File: src/rtl/block_lock_fsm.sv
// block_lock_fsm
//   10GBASE-R receive block-lock state machine. Watches sync headers from
//   block_sync, asks block_sync to slip one bit position whenever alignment
//   looks wrong, and declares lock once a full window of headers is clean.
//
// Ports
//   i_clk                receive clock
//   i_reset_n            asynchronous active-low reset
//   i_rx_sync_hdr        sync header from block_sync
//   i_rx_sync_hdr_valid  header qualifier, one cycle per 66b block
//   o_slip               one-cycle slip request to block_sync
//   o_block_lock         alignment acquired
//   o_sh_invalid_cnt     invalid headers seen in the current window (debug)
//
// state      | meaning
// -----------+-------------------------------------------------------------
// TEST_SH    | sampling headers, counting the window, deciding lock/slip
// SLIP       | o_slip high for this one cycle, counters already cleared
// SLIP_WAIT  | headers ignored while block_sync realigns
module block_lock_fsm #(
  parameter int HDR_WIDTH      = 2,
  parameter int SH_CNT_MAX     = 64,
  parameter int SH_INVALID_MAX = 16,
  parameter int SLIP_WAIT      = 8
) (
  input  logic                 i_clk,
  input  logic                 i_reset_n,
  input  logic [HDR_WIDTH-1:0] i_rx_sync_hdr,
  input  logic                 i_rx_sync_hdr_valid,
  output logic                 o_slip,
  output logic                 o_block_lock,
  output logic [4:0]           o_sh_invalid_cnt
);

  localparam int WAIT_W = (SLIP_WAIT > 1) ? $clog2(SLIP_WAIT) : 1;
  localparam logic [6:0]        CNT_MAX   = 7'(SH_CNT_MAX);
  localparam logic [4:0]        INV_MAX   = 5'(SH_INVALID_MAX);
  localparam logic [WAIT_W-1:0] WAIT_LOAD = WAIT_W'(SLIP_WAIT - 1);

  typedef enum logic [1:0] {
    TEST_SH   = 2'd0,
    SLIP      = 2'd1,
    SLIP_WAIT_ST = 2'd2
  } state_t;

  state_t            state;
  logic [6:0]        sh_cnt;
  logic [WAIT_W-1:0] wait_cnt;

  logic       hdr_bad;
  logic [6:0] cnt_next;
  logic [4:0] inv_next;

  // Only 01 and 10 are legal headers: both bits equal means invalid.
  assign hdr_bad  = ~^i_rx_sync_hdr;
  assign cnt_next = sh_cnt + 7'd1;
  // Invalid count saturates so a long bad burst cannot wrap back to zero.
  assign inv_next = (hdr_bad && (o_sh_invalid_cnt != INV_MAX)) ?
                    o_sh_invalid_cnt + 5'd1 : o_sh_invalid_cnt;

  always_ff @(posedge i_clk or negedge i_reset_n) begin
    if (!i_reset_n) begin
      state            <= TEST_SH;
      sh_cnt           <= '0;
      wait_cnt         <= '0;
      o_slip           <= 1'b0;
      o_block_lock     <= 1'b0;
      o_sh_invalid_cnt <= '0;
    end else begin
      case (state)
        TEST_SH: begin
          o_slip <= 1'b0;
          if (i_rx_sync_hdr_valid) begin
            if ((!o_block_lock && hdr_bad) ||
                (o_block_lock && (inv_next == INV_MAX))) begin
              // Loss of lock takes priority over a window ending on this header.
              state            <= SLIP;
              o_slip           <= 1'b1;
              o_block_lock     <= 1'b0;
              sh_cnt           <= '0;
              o_sh_invalid_cnt <= '0;
            end else if (cnt_next == CNT_MAX) begin
              if (inv_next == '0) begin
                o_block_lock <= 1'b1;
              end
              sh_cnt           <= '0;
              o_sh_invalid_cnt <= '0;
            end else begin
              sh_cnt           <= cnt_next;
              o_sh_invalid_cnt <= inv_next;
            end
          end
        end

        SLIP: begin
          // A strobe landing here belongs to the old alignment and is dropped.
          o_slip   <= 1'b0;
          wait_cnt <= WAIT_LOAD;
          state    <= SLIP_WAIT_ST;
        end

        SLIP_WAIT_ST: begin
          o_slip <= 1'b0;
          if (wait_cnt == '0) begin
            state <= TEST_SH;
          end else begin
            wait_cnt <= wait_cnt - 1'b1;
          end
        end

        default: begin
          state            <= TEST_SH;
          sh_cnt           <= '0;
          wait_cnt         <= '0;
          o_slip           <= 1'b0;
          o_block_lock     <= 1'b0;
          o_sh_invalid_cnt <= '0;
        end
      endcase
    end
  end

endmodule

File: config.mk
export PLATFORM = sky130hd
export DESIGN_NAME = block_lock_fsm
export DESIGN_NICKNAME = d
export VERILOG_FILES = /design/src/rtl/block_lock_fsm.sv
export SDC_FILE = /design/constraint.sdc
export NUM_CORES = 1
export LEC_CHECK = 0
export CAP_MARGIN = 5
export CORE_MARGIN = 3
export CORE_UTILIZATION = 53
export DETAILED_ROUTE_END_ITERATION = 10
export GPL_TIMING_DRIVEN = 0
export PLACE_DENSITY = 0.85
export SKIP_LAST_GASP = 1
export SLEW_MARGIN = 10
export SYNTH_ARGS = -nofsm -noshare
export SYNTH_HDL_FRONTEND = slang
export SYNTH_SLANG_ARGS = --single-unit
File: constraint.sdc
create_clock -name i_clk -period 4 [get_ports i_clk]
set_input_delay 0.4 -clock i_clk [delete_from_list [all_inputs] [get_ports i_clk]]
set_output_delay 0.4 -clock i_clk [all_outputs]
set_load 0.03 [all_outputs]
==> results of run 1 <==
[power breakdown]
part           switching, mW  internal (mW)
Combinational          0.293          0.171
Clock                 0.0658         0.0373
Sequential            0.0365          0.229
Total                  0.395          0.438
[critical path: stages (launching register included)]
cell and delay, ps:
dfrtp_1 500, inv_1 80, ha_1 250, and4bb_1 250
nor4_2 390, o211ai_4 180, o211ai_4 290, o21ai_1 120
mux2_2 290
[synthesized netlist by cell type (all sizes together), types with 2 or more instances]
cell	number	area, sq um
o21ai	13	68.8
a21oi	7	38.8
nor4	2	25.0
ha	8	100
xor2	3	33.8
nand2	9	33.8
inv	11	41.3
and3	6	37.5
a21o	3	22.5
o211ai	4	71.3
o22ai	2	12.5
clkbuf	2	7.51
nand4	2	12.5
nand3	8	40.0
dfrtp	19	475
nor2b	3	18.8
nand2b	2	12.5
nor3	3	15.0
a22o	6	52.6
nor2	7	26.3
and2	2	12.5
[path summary, 6_finish.rpt]
check / startpoint / end / slack, ps / depth (start not counted)
setup / recovery: o_sh_invalid_cnt[0]$_DFFE_PN0P_ / o_sh_invalid_cnt[0]$_DFFE_PN0P_ / 1540 / 8
hold / removal: sh_cnt[1]$_DFFE_PN0P_ / sh_cnt[1]$_DFFE_PN0P_ / 560 / 2
setup reg to reg: o_sh_invalid_cnt[0]$_DFFE_PN0P_ / o_sh_invalid_cnt[0]$_DFFE_PN0P_ / 1540 / 8
hold reg to reg: sh_cnt[1]$_DFFE_PN0P_ / sh_cnt[1]$_DFFE_PN0P_ / 560 / 2
max in group asynchronous: i_reset_n / o_sh_invalid_cnt[0]$_DFFE_PN0P_ / 2880 / 1
min in group asynchronous: i_reset_n / sh_cnt[4]$_DFFE_PN0P_ / 570 / 1
[routing by layer]
| metal | GRT usage (%) | wire length (um) | vias up |
|---|---|---|---|
| li1 | - | - | 541 |
| met1 | 24.7 | 1210 | 539 |
| met2 | 32.4 | 1340 | 38 |
| met3 | 2.99 | 145 | 5 |
| met4 | 5.08 | 34 | 0 |
| met5 | 0 | 0 | - |
[through the flow]
step | power [mW] | hold slack, ps | setup WS [ps] | utilization (%) | cell area (sq um)
4_1_cts | 0.834 | 559 | 1540 | 65.8 | 1510
3_3_place_gp | 0.704 | 514 | 1490 | 64.7 | 1490
5_1_grt | 0.899 | 580 | 1440 | 65.8 | 1510
3_5_place_dp | 0.731 | 530 | 1450 | 64.7 | 1490
2_1_floorplan | 0.616 | 104 | 1590 | - | 1340
6_report | 0.833 | 564 | 1540 | 65.8 | 1510
[layout make-up]
class                           instances  area, sq um
Clock inverter                          1         5.00
Fill cell                             198          785
Buffer                                  3         18.8
Tap cell                               28         35.0
Sequential cell                        19          475
Timing Repair Buffer                   11          110
Multi-Input combinational cell        105          805
Clock buffer                            3         22.5
Inverter                               11         41.3
[cell families after synthesis]
kind of cell    share of synthesized area [%]
xor+xnor                                 3.18
flops                                    35.5
fa+ha+maj                                7.47
buf+inv                                  4.48
mux                                     0.840
simple gates                             23.0
compound gates                           25.6
[state kept, by name (all words and copies together) (netlist names)]
signal / count
o_sh_invalid_cnt: 5
wait_cnt: 3
state: 2
sh_cnt: 7
o_slip: 1
o_block_lock: 1
==> results.md, run 1 <==
- Number of synthesized register bits: 19
- WS Path Type: flip-flop to flip-flop
- Worst Skew: roughly 15 ps
- Total CTS buffers: 3
- Clk Latency, worst-skew pair: roughly 310 ps
- Final nets: ~170
- Yosys warns: 0
- Max-cap violations: 0
- Worst rel slew slack: 41.7%
- CTS max path bufs: 2
- Startpoint type of the worst setup path: flip-flop
- Post-CTS Hold Buffers: 0
- Setup_tns: 0 ps
- Max Fclk: 407 MHz
- Routed Antenna Nets: 0
- Unrepaired setup endpoints after global routing: no
- CTS tree: done
- Cts repair resizes: 0
- Status: finished clean
- Via/cell ratio: 6.20
- WP data required: 4200 ps
- Hold Vio Cnt, Final: 0
- Min Tclk post-route: about 2500 ps
- Dpl hpwl: 2030 um
- GPL Wtd Cong: approximately 0.85
- Max H-tree Level: 1
- Cells after Synth: between 100 and 150
- N_diodes: 0
- DR WL/cell: between 15 and 20 um
- Commonest non-fill, non-tap cell in the layout: dfrtp_1
- GRT Util Overall: 18.9%
- IO Pins: 12
- LEAKAGE: between 0.6 and 0.7 nW
- Clock Pin Slew Worst Setup and Hold Paths: 110 ps
- Pins Over Slew Limit: 0
- Vias: ~1,100
- Post-synth EDFFs: 0
- Total gr overflow: 0
- Mapped Nets: approximately 150
- Area delta synth->final: 12.9%
- Area of the die: ~3200 sq um
- Pre-antenna DRT Iters: 4
- Average size of a mapped cell: just under 10 sq um
- Starting density of the core: 58.3%
- Initial antenna violation count: 0
- Core area: between 2000 and 2500 sq um
- Share of layout cells above drive strength 1: roughly a tenth
- Vias in the first global route: ~1,100
- First-pass GRT wire length: approximately 4800 um
- Initial DRC count: 31
- Synth unique cells: 42
- Most frequent cells in the layout: 19 x dfrtp_1, 11 x inv_1, 11 x clkdlybuf4s50_1, 9 x nand2_1
- # setup viols final: 0
- Residual DRC: 0
- Largest net degree at the start of global routing: 20
- Power density cells: 551 nW/um^2
- Hold Path Class: flip-flop to flip-flop
- Peak VDD IR: between 0.4 and 0.5 mV
- Post-synthesis sequential area ratio: between 30% and 40%
- Least-Margin Pin Slew: approximately 870 ps
- Clk sinks: 19
- Root buffer cell: clkbuf_4
- Final period util: roughly 60%
- DIE HEIGHT: between 50 and 60 um
- Crit path DAT: 2650 ps
- Ys async rst share: between 90% and 100%
- DIE WIDTH: about 56 um
- Dominant synthesized flop cell: dfrtp_1
- Post-CTS setup buffer count: 0
- FP Rows: 17
- Drt total wl: roughly 2700 um
- Mapped cell area: 1340 sq um
- I/O Buffers: 11
- Layout Cells excl Fill: about 180
- Placed Instances: between 150 and 200
- Worst Setup End Kind: flip-flop
- Critical path fanouts, max: 7
Note: power is estimated with default switching activity, not from simulation.
==> run 2, diff against run 1 <==
clock period = 2.3 ns   (was 4 ns; I/O delays follow)
==> run 2 against run 1 <==
  * Clock-buffer cell count is the same
  * Die area is the same
  * Clock power grew 70%
  * Non-clock buffer count grew 5
  * Fmax grew 11%
  * Sequential share of layout area shrank 1.2 points
  * Combinational power grew 96%
  * Largest cell class unchanged
==> results.md, run 2 (synthesis results as in run 1) <==
- Reg power frac: 29.9% (-2.0 points)
- Crit path DAT: 2420 ps (-230 ps)
- CTS max path bufs: 2 (unchanged)
- Startpoint type of the worst setup path: flip-flop
- Biggest regs: sh_cnt x7, o_sh_invalid_cnt x5, wait_cnt x3
- DIE HEIGHT: 56.3 um (unchanged)
- WP data required: 2510 ps (-1690 ps)
- Setup_tns: 0 ps (unchanged)
- Switching part of the total power: 46.9% (-0.52 points)
- Largest net degree at the start of global routing: 20 (unchanged)
- DR WL/cell: 15.6 um (+3.7%)
- Dpl hpwl: 2050 um (+1.2%)
- Vias: 1,139 (+1.4%)
- Final period util: 96.3% (+35 points)
- Pins Over Slew Limit: 0 (unchanged)
- Final design area excluding fillers: 1580 sq um (+4.5%)
- Clk sinks: 19 (unchanged)
- Worst rel slew slack: 43.4% (+1.8 points)
- Initial antenna violation count: 0 (unchanged)
- Unrepaired setup endpoints after global routing: no
- Peak VDD IR: 0.833 mV (+77%)
- Status: finished clean
- Commonest non-fill, non-tap cell in the layout: dfrtp_1
- Biggest register: sh_cnt
- GPL Wtd Cong: 0.793 (-7.1%)
- Max-cap violations: 0 (unchanged)
- Worst Skew: 11.9 ps (-3.22 ps)
- GRT Util Overall: 19.0% (+0.069 points)
- Area delta synth->final: 17.9%
- Worst R2R Path Depth: 8 (unchanged)
- Starting density of the core: 58.3% (unchanged)
- Via/cell ratio: 6.12 (-1.3%)
- Total CTS buffers: 3 (unchanged)
- WS Path Type: flip-flop to flip-flop
- Critical path fanouts, max: 8 (+1)
- IO Pins: 12 (unchanged)
- N_diodes: 0 (unchanged)
- Clk Latency, worst-skew pair: 300 ps (about the same)
- DIE WIDTH: 56.3 um (unchanged)
- Pre-antenna DRT Iters: 4 (unchanged)
- Most frequent cells in the layout: 17 x dfrtp_1, 11 x inv_1, 11 x clkdlybuf4s50_1, 9 x nand2_1, 8 x nand3_1
- Clock network power share: 11.3% (-1.1 points)
- Max reg flops: 7 (unchanged)
- Hold Vio Cnt, Final: 0 (unchanged)
- # setup viols final: 0 (unchanged)
- Routed Antenna Nets: 0 (unchanged)
- Area of the die: 3170 sq um (unchanged)
- Root buffer cell: clkbuf_4
- Share of layout cells above drive strength 1: 16.5% (+6.0 points)
- Min Tclk post-route: 2210 ps (-241 ps)
- Max Fclk: 452 MHz (+11%)
- Logic pwr share: 58.8% (+3.1 points)
- Switching power: 0.726 mW (+84%)
- FP Rows: 17 (unchanged)
- Hold Path Class: input pin to async pin
- Max H-tree Level: 1 (unchanged)
- First-pass GRT wire length: 4970 um (+3.1%)
- Final nets: 172 (+3.0%)
- Power density cells: 979 nW/um^2 (+78%)
- Least-Margin Pin Slew: 846 ps (-26.5 ps)
- Vias in the first global route: 1,149 (+4.4%)
- Initial DRC count: 50 (+61%)
- CTS tree: done
- Worst Setup End Kind: flip-flop
- Clock Pin Slew Worst Setup and Hold Paths: 120 ps (about the same)
- Core area: 2300 sq um (unchanged)
- Residual DRC: 0 (unchanged)
- LEAKAGE: 0.684 nW (+3.5%)
- Int Pwr: 0.822 mW (+88%)
- I/O Buffers: 11 (unchanged)
- Placed Area: 1490 sq um (+0.17%)
- Post-CTS Hold Buffers: 0 (unchanged)
- Drt total wl: 2910 um (+6.6%)
- Total gr overflow: 0 (unchanged)
==> run 2: cell count changes in the layout (fill, tap and decap cells not counted), sizes merged <==
cell / previous run / this run
buf: 1 / 6
==> run 2: power groups by stage <==
stage / Combinational [mW] / Clock [mW] / Sequential (mW)
after floorplan: 0.584 / 0 / 0.491
after global placement: 0.758 / 0 / 0.469
after detailed placement: 0.795 / 0 / 0.474
after CTS: 0.834 / 0.178 / 0.460
after global routing: 0.993 / 0.192 / 0.470
final: 0.910 / 0.175 / 0.462
==> run 2: final timing paths <==
kind / end / slack, ps / startpoint
min in group i_clk: wait_cnt[2]$_DFFE_PN0P_ / 570 / wait_cnt[2]$_DFFE_PN0P_
worst max register to register: sh_cnt[2]$_DFFE_PN0P_ / 90 / o_sh_invalid_cnt[1]$_DFFE_PN0P_
max in group asynchronous: o_sh_invalid_cnt[0]$_DFFE_PN0P_ / 1330 / i_reset_n
worst min-delay path: sh_cnt[0]$_DFFE_PN0P_ / 390 / i_reset_n
worst min register to register: wait_cnt[2]$_DFFE_PN0P_ / 570 / wait_cnt[2]$_DFFE_PN0P_
worst max-delay path: sh_cnt[2]$_DFFE_PN0P_ / 90 / o_sh_invalid_cnt[1]$_DFFE_PN0P_
==> run 2: stage by stage <==
step                power [mW]  setup WS, ps  instances  hold slack [ps]  util [%]
CTS                       1.47          3.74        183              433      67.0
global placement          1.23         -52.4        177              517      64.8
global route              1.65          12.9        186              456      68.8
finish                    1.55          85.3        186              393      68.8
floorplan                 1.07          16.0        138            -65.6         -
detailed placement        1.27         -91.3        177              541      64.8
==> run 2: cell type report <==
class | count | area (sq um)
fill | 178 | 717
timing repair buffer | 16 | 148
sequential | 19 | 478
clock buffer | 3 | 22.5
buffer | 3 | 18.8
clock inverter | 1 | 5.00
inverter | 11 | 41.3
tap | 28 | 35.0
multi-input combinational | 105 | 832
==> run 2: metal layers <==
metal	vias up	track usage (%)	wire length, um
met5	-	0	0
met4	0	4.07	11
met3	2	3.22	157
met2	42	31.6	1360
met1	548	25.9	1380
li1	547	-	-
==> run 2: what timing repair did <==
item	4_1_cts	5_1_grt
buffers inserted	2	3
endpoints found under the setup margin	7	8
pin swaps	0	5
gates resized for setup	1	4
==> run 2: critical path, cell delays in order (launching register included) <==
cell,delay [ps]
dfrtp_2,470
inv_1,70
ha_2,260
nand2b_1,170
nor4_4,320
o211ai_4,160
o211ai_4,300
o21ai_0,150
a22o_1,220
==> run 3, diff against run 2 <==
CORE_UTILIZATION = 50   (was 53)
PLACE_DENSITY = 0.82   (was 0.85)
REMOVE_ABC_BUFFERS = 1   (was default)
==> run 3 against run 2 <==
  * Sequential cell count stayed put
  * Sequential power is 2% lower
  * Sequential share of layout area is 0.69 points higher
  * Cell area is 2.2% lower
  * Fmax is 1.4% higher
==> results.md, run 3 (synthesis results as in run 1) <==
- Status: finished clean
- DR WL/cell: 14.8 um (-5.4%)
- Total gr overflow: 0 (unchanged)
- Core area: 2520 sq um (+9.8%)
- Root buffer cell: clkbuf_4
- Power density cells: 968 nW/um^2 (-1.2%)
- Crit path DAT: 2380 ps (-40 ps)
- Final core occ: 61.3% (-7.5 points)
- Critical path fanouts, max: 8 (unchanged)
- RR Startpoint: o_sh_invalid_cnt[0]$_DFFE_PN0P_
- Routed Antenna Nets: 0 (unchanged)
- Post-CTS Hold Buffers: 0 (unchanged)
- Initial antenna violation count: 0 (unchanged)
- Vias: 1,116 (-2.0%)
- CTS tree: done
- Total CTS buffers: 3 (unchanged)
- Setup_tns: 0 ps (unchanged)
- Max H-tree Level: 1 (unchanged)
- Reg2reg end: sh_cnt[4]$_DFFE_PN0P_
- Setup WS pre-CTS: -104 ps (-12.4 ps)
- Peak VDD IR: 0.727 mV (-13%)
- DIE WIDTH: 57.8 um (+2.6%)
- Starting density of the core: 53.1% (-5.2 points)
- Startpoint type of the worst setup path: flip-flop
- Worst R2R Setup Slack: 120 ps (+30 ps)
- WP data required: 2500 ps (about the same)
- CTS max path bufs: 2 (unchanged)
- Clock Pin Slew Worst Setup and Hold Paths: 110 ps (about the same)
- Final period util: 94.9% (-1.4 points)
- Pins Over Slew Limit: 0 (unchanged)
- Placed Instances: 176 (-0.56%)
- Clk sinks: 19 (unchanged)
- GPL Wtd Cong: 0.869 (+9.6%)
- Clk Latency, worst-skew pair: 300 ps (about the same)
- Final nets: 169 (-1.7%)
- Layout Cells excl Fill: 185 (-0.54%)
- Total Power: 1.50 mW (-3.4%)
- Worst Setup End Kind: flip-flop
- Hold Path Class: input pin to async pin
- Most frequent cells in the layout: 17 x dfrtp_1, 11 x inv_1, 11 x clkdlybuf4s50_1, 9 x nand2_1
- Share of layout cells above drive strength 1: 14.2% (-2.3 points)
- First-pass GRT wire length: 4840 um (-2.8%)
- WS Path Type: flip-flop to flip-flop
- Area delta synth->final: 15.3%
- Hold Vio Cnt, Final: 0 (unchanged)
- Post-route setup slack: 117 ps (+31.4 ps)
- Dpl hpwl: 2020 um (-1.7%)
- Pre-antenna DRT Iters: 4 (unchanged)
- Largest net degree at the start of global routing: 20 (unchanged)
- Vias in the first global route: 1,097 (-4.5%)
- Worst R2R Path Depth: 8 (unchanged)
- Residual DRC: 0 (unchanged)
- Max reg flops: 7 (unchanged)
- DIE HEIGHT: 57.8 um (+2.6%)
- Commonest non-fill, non-tap cell in the layout: dfrtp_1
- Worst rel slew slack: 44.3% (+0.87 points)
- Biggest register: sh_cnt
- # setup viols final: 0 (unchanged)
- FP Rows: 18 (+1)
- Max Fclk: 458 MHz (+1.4%)
- Min Tclk post-route: 2180 ps (-31.4 ps)
- GRT Util Overall: 18.4% (-0.59 points)
- IO Pins: 12 (unchanged)
- Unrepaired setup endpoints after global routing: no
- Least-Margin Pin Slew: 833 ps (-13.0 ps)
- Drt total wl: 2740 um (-5.9%)
- Via/cell ratio: 6.03 (-1.5%)
- I/O Buffers: 11 (unchanged)
- N_diodes: 0 (unchanged)
- Area of the die: 3340 sq um (+5.4%)
- Biggest regs: sh_cnt x7, o_sh_invalid_cnt x5, wait_cnt x3
- Max-cap violations: 0 (unchanged)
- Initial DRC count: 50 (unchanged)
- Worst Skew: 5.51 ps (-6.35 ps)
- LEAKAGE: 0.675 nW (-1.3%)
-- run 3: changes by cell type in the layout (fill, tap and decap cells not counted) --
cell,before,now
o21ai_1,5,7
buf_6,1,0
clkbuf_1,2,0
nor4_4,2,1
ha_1,7,8
ha_2,1,0
o21ai_2,3,1
nor4_2,0,1
-- run 3: report_power, final --
part           internal, mW  total [mW]  switching (mW)  leakage (nW)
Sequential            0.401       0.453          0.0521         0.257
Combinational         0.337       0.872           0.535         0.401
Clock                0.0648       0.170           0.105        0.0177
-- run 3: cell type report --
| class | count | area, sq um |
|---|---|---|
| multi-input cells | 105 | 813 |
| flip-flops and latches | 19 | 478 |
| repair buffers | 16 | 148 |
| well taps | 30 | 37.5 |
| clock buffers | 3 | 22.5 |
| clock inverters | 1 | 5.00 |
| fillers | 211 | 977 |
| inverters | 11 | 41.3 |
-- run 3: what timing repair did --
action,CTS,global route
setup endpoints to repair,8,8
pin swaps,0,4
gates resized for setup,3,0
setup buffers,2,3
-- run 3: through the flow --
stage	cell area, sq um	hold slack (ps)
CTS	1520	429
global route	1550	461
finish	1550	395
detailed placement	1470	533
global placement	1470	517
floorplan	1320	-65.6
-- run 3: how the worst max path moves through the flow --
stage | slack (ps) | from | depth (start not counted) | end
final | 120 | o_sh_invalid_cnt[0]$_DFFE_PN0P_ | 8 | sh_cnt[4]$_DFFE_PN0P_
after global routing | 20 | o_sh_invalid_cnt[0]$_DFFE_PN0P_ | 8 | o_sh_invalid_cnt[0]$_DFFE_PN0P_
after CTS | 10 | o_sh_invalid_cnt[1]$_DFFE_PN0P_ | 8 | o_sh_invalid_cnt[0]$_DFFE_PN0P_
after detailed placement | -100 | o_sh_invalid_cnt[0]$_DFFE_PN0P_ | 8 | o_sh_invalid_cnt[0]$_DFFE_PN0P_
after global placement | -70 | o_sh_invalid_cnt[0]$_DFFE_PN0P_ | 8 | o_sh_invalid_cnt[0]$_DFFE_PN0P_
after floorplan | -110 | o_sh_invalid_cnt[0]$_DFFE_PN0P_ | 8 | o_sh_invalid_cnt[0]$_DFFE_PN0P_
-- run 3: worst max-delay path, cell delays in order (launching register included) --
cell and delay, ps:
dfrtp_2 400, inv_1 50, ha_1 300, nand2b_1 180, nor4_4 320, o211ai_4 160, o211ai_4 320, o21ai_1 110
a22o_1 240
-- run 3: routing by layer --
layer	share of wire, %	vias to the layer above	GRT usage (%)	wire, um
li1	-	541	-	-
met1	44	540	25.1	1210
met2	51	33	30.3	1390
met3	4.9	2	4.23	135
met4	0.37	0	3.31	10
met5	0	-	0	0
==> edit: new RTL, config.mk and constraints of run 2 <==
Make the reset (`i_reset_n`) synchronous in one clocked block. Comments in the files are not updated.
--- a/src/rtl/block_lock_fsm.sv
+++ b/src/rtl/block_lock_fsm.sv
@@ -60,3 +60,3 @@
 
-  always_ff @(posedge i_clk or negedge i_reset_n) begin
+  always_ff @(posedge i_clk) begin
     if (!i_reset_n) begin
Behaviour: differs if i_reset_n is asserted again (counterexample within 4 cycles, from zero or initial values and one cycle with i_reset_n low); with i_reset_n held inactive, the same outputs for 10 cycles.
==> edit against run 2 <==
Sequential cell count unchanged. Cell count rose by 15%. Utilization increased by 2.2 points. Setup slack lost 0.036 ns. Design area grew 0.40%. Synthesized cell count increased by 17%. Routed wire length is 14% higher. Synthesized area is 6.0% lower. Critical path type unchanged. Highest routed layer unchanged.
Power is not compared: it rests on default switching activity, and its combinational part moved more than twofold at a synthesized area within 25%.
==> edit: results <==
group,metric,value,unit
drt,vias_per_cell,6.20,
drt,finalWirelength,3330,µm
placed_design,portBuffers,11,
final_layout,drive_gt1_share,17.2,%
worst_setup_path,reg2reg_from,"o_sh_invalid_cnt[0]",
drt,drt-initial-drc-count,49,
final_layout,nNetsFinal,200,
synthesis,ys_types,41,
hold_path,min_path_type,"flop to flop",
clock_tree,cts_buffers,3,
run_status,status,"complete, no violations",
placed_design,dp_slack,-0.321,ns
timing,tightest_slew,0.493,ns
placed_design,placed_area,1410,µm²
placed_design,place_congestion,0.909,
clock_tree,clk_latency,0.30,ns
worst_setup_path,path_max_fanout,6,
synthesis,seq_area_frac_synth,30.2,%
timing,clock_skew,0.00466,ns
placed_design,dpl.hpwl,2170,µm
drt,drt_pass1_iterations,4,
worst_setup_path,arrival,2.43,ns
synthesis,yosys-top-cells-area,"dfxtp_1, ha_1, nand3_1, nand2_1, nor2_1",
synthesis,yosysWarnings,0,
grt,grt_pass1_vias,1186,
clock_tree,h-tree-depth,1,
synthesis,synthTopCellsByCount,"dfxtp_1, nand2_1, nor2_1",
synthesis,synth-async-reset-ratio,0,%
grt,grt_max_degree,12,
grt,grt_pass1_wl,5100,µm
synthesis,syn-num-nets,174,
grt,antenna_found_initial,0,
grt,track_usage,23.4,%
final_layout,num_antenna_cells,0,
worst_setup_path,worst-setup-path-type,"flop to flop",
[edit: cell families (layout without fill, tap and decap cells)]
family	after synthesis	count (layout)	synth area share (%)
fa+ha+maj	8	8	7.94
buf+inv	18	43	6.06
xor+xnor	3	3	2.68
simple gates	77	77	31.9
compound gates	36	36	21.3
flops	19	19	30.2
[edit: what timing repair did]
action                     in CTS  in global routing
gates cloned                    2                  0
gates resized for setup         4                 14
hold endpoints to repair        0                  0
buffers inserted                5                  3
pin swaps                       3                  6
setup endpoints to repair      10                 14
[edit: area by class of cell]
class                           instances  area, µm²
Clock buffer                            3       22.5
Fill cell                             164        647
Clock inverter                          1       5.00
Sequential cell                        19        388
Timing Repair Buffer                   21        184
Inverter                               12       50.0
Buffer                                  6       37.5
Multi-Input combinational cell        124        865
Tap cell                               28       35.0
[edit: per-stage QoR]
| step | TNS, ns | total power (W) | std cells | utilization (%) |
|---|---|---|---|---|
| after floorplan | 0 | 0.000496 | 161 | - |
| after global placement | -3.06 | 0.000543 | 200 | 63.0 |
| after detailed placement | -3.55 | 0.000551 | 200 | 63.0 |
| after CTS | 0 | 0.000738 | 211 | 67.3 |
| after global routing | -0.0445 | 0.000801 | 214 | 71.0 |
| final | 0 | 0.000765 | 214 | 71.0 |
[edit: layer usage]
layer  GRT usage, %  vias to the layer above  routed length (µm)
li1               -                      632                   -
met1           27.6                      645                1440
met2           42.3                       43                1680
met3           4.36                        7                 161
met4           6.64                        0                  42
met5              0                        -                   0
[edit: worst paths after layout]
check / to / slack [ns] / cells past startpoint
hold reg to reg: wait_cnt[1] / 0.49 / 2
setup / recovery: o_sh_invalid_cnt[2] / 0.05 / 11
hold / removal: wait_cnt[1] / 0.49 / 2
setup reg to reg: o_sh_invalid_cnt[2] / 0.05 / 11
[edit: critical path: stages, from the launching register on]
cell and delay [ns]:
dfxtp_4 0.37, inv_4 0.08, ha_4 0.12, and4bb_2 0.26
buf_6 0.12, o211ai_4 0.08, a2111oi_4 0.47, a31oi_4 0.16
buf_6 0.16, buf_6 0.13, a22oi_2 0.13, nor2_1 0.06
[edit: power groups by stage]
stage | sequential, W | combinational, W | clock [W]
floorplan | 0.000361 | 0.000134 | 0
global placement | 0.000357 | 0.000186 | 0
detailed placement | 0.000358 | 0.000193 | 0
CTS | 0.000347 | 0.000215 | 0.000176
global route | 0.000350 | 0.000262 | 0.000190
finish | 0.000348 | 0.000244 | 0.000173
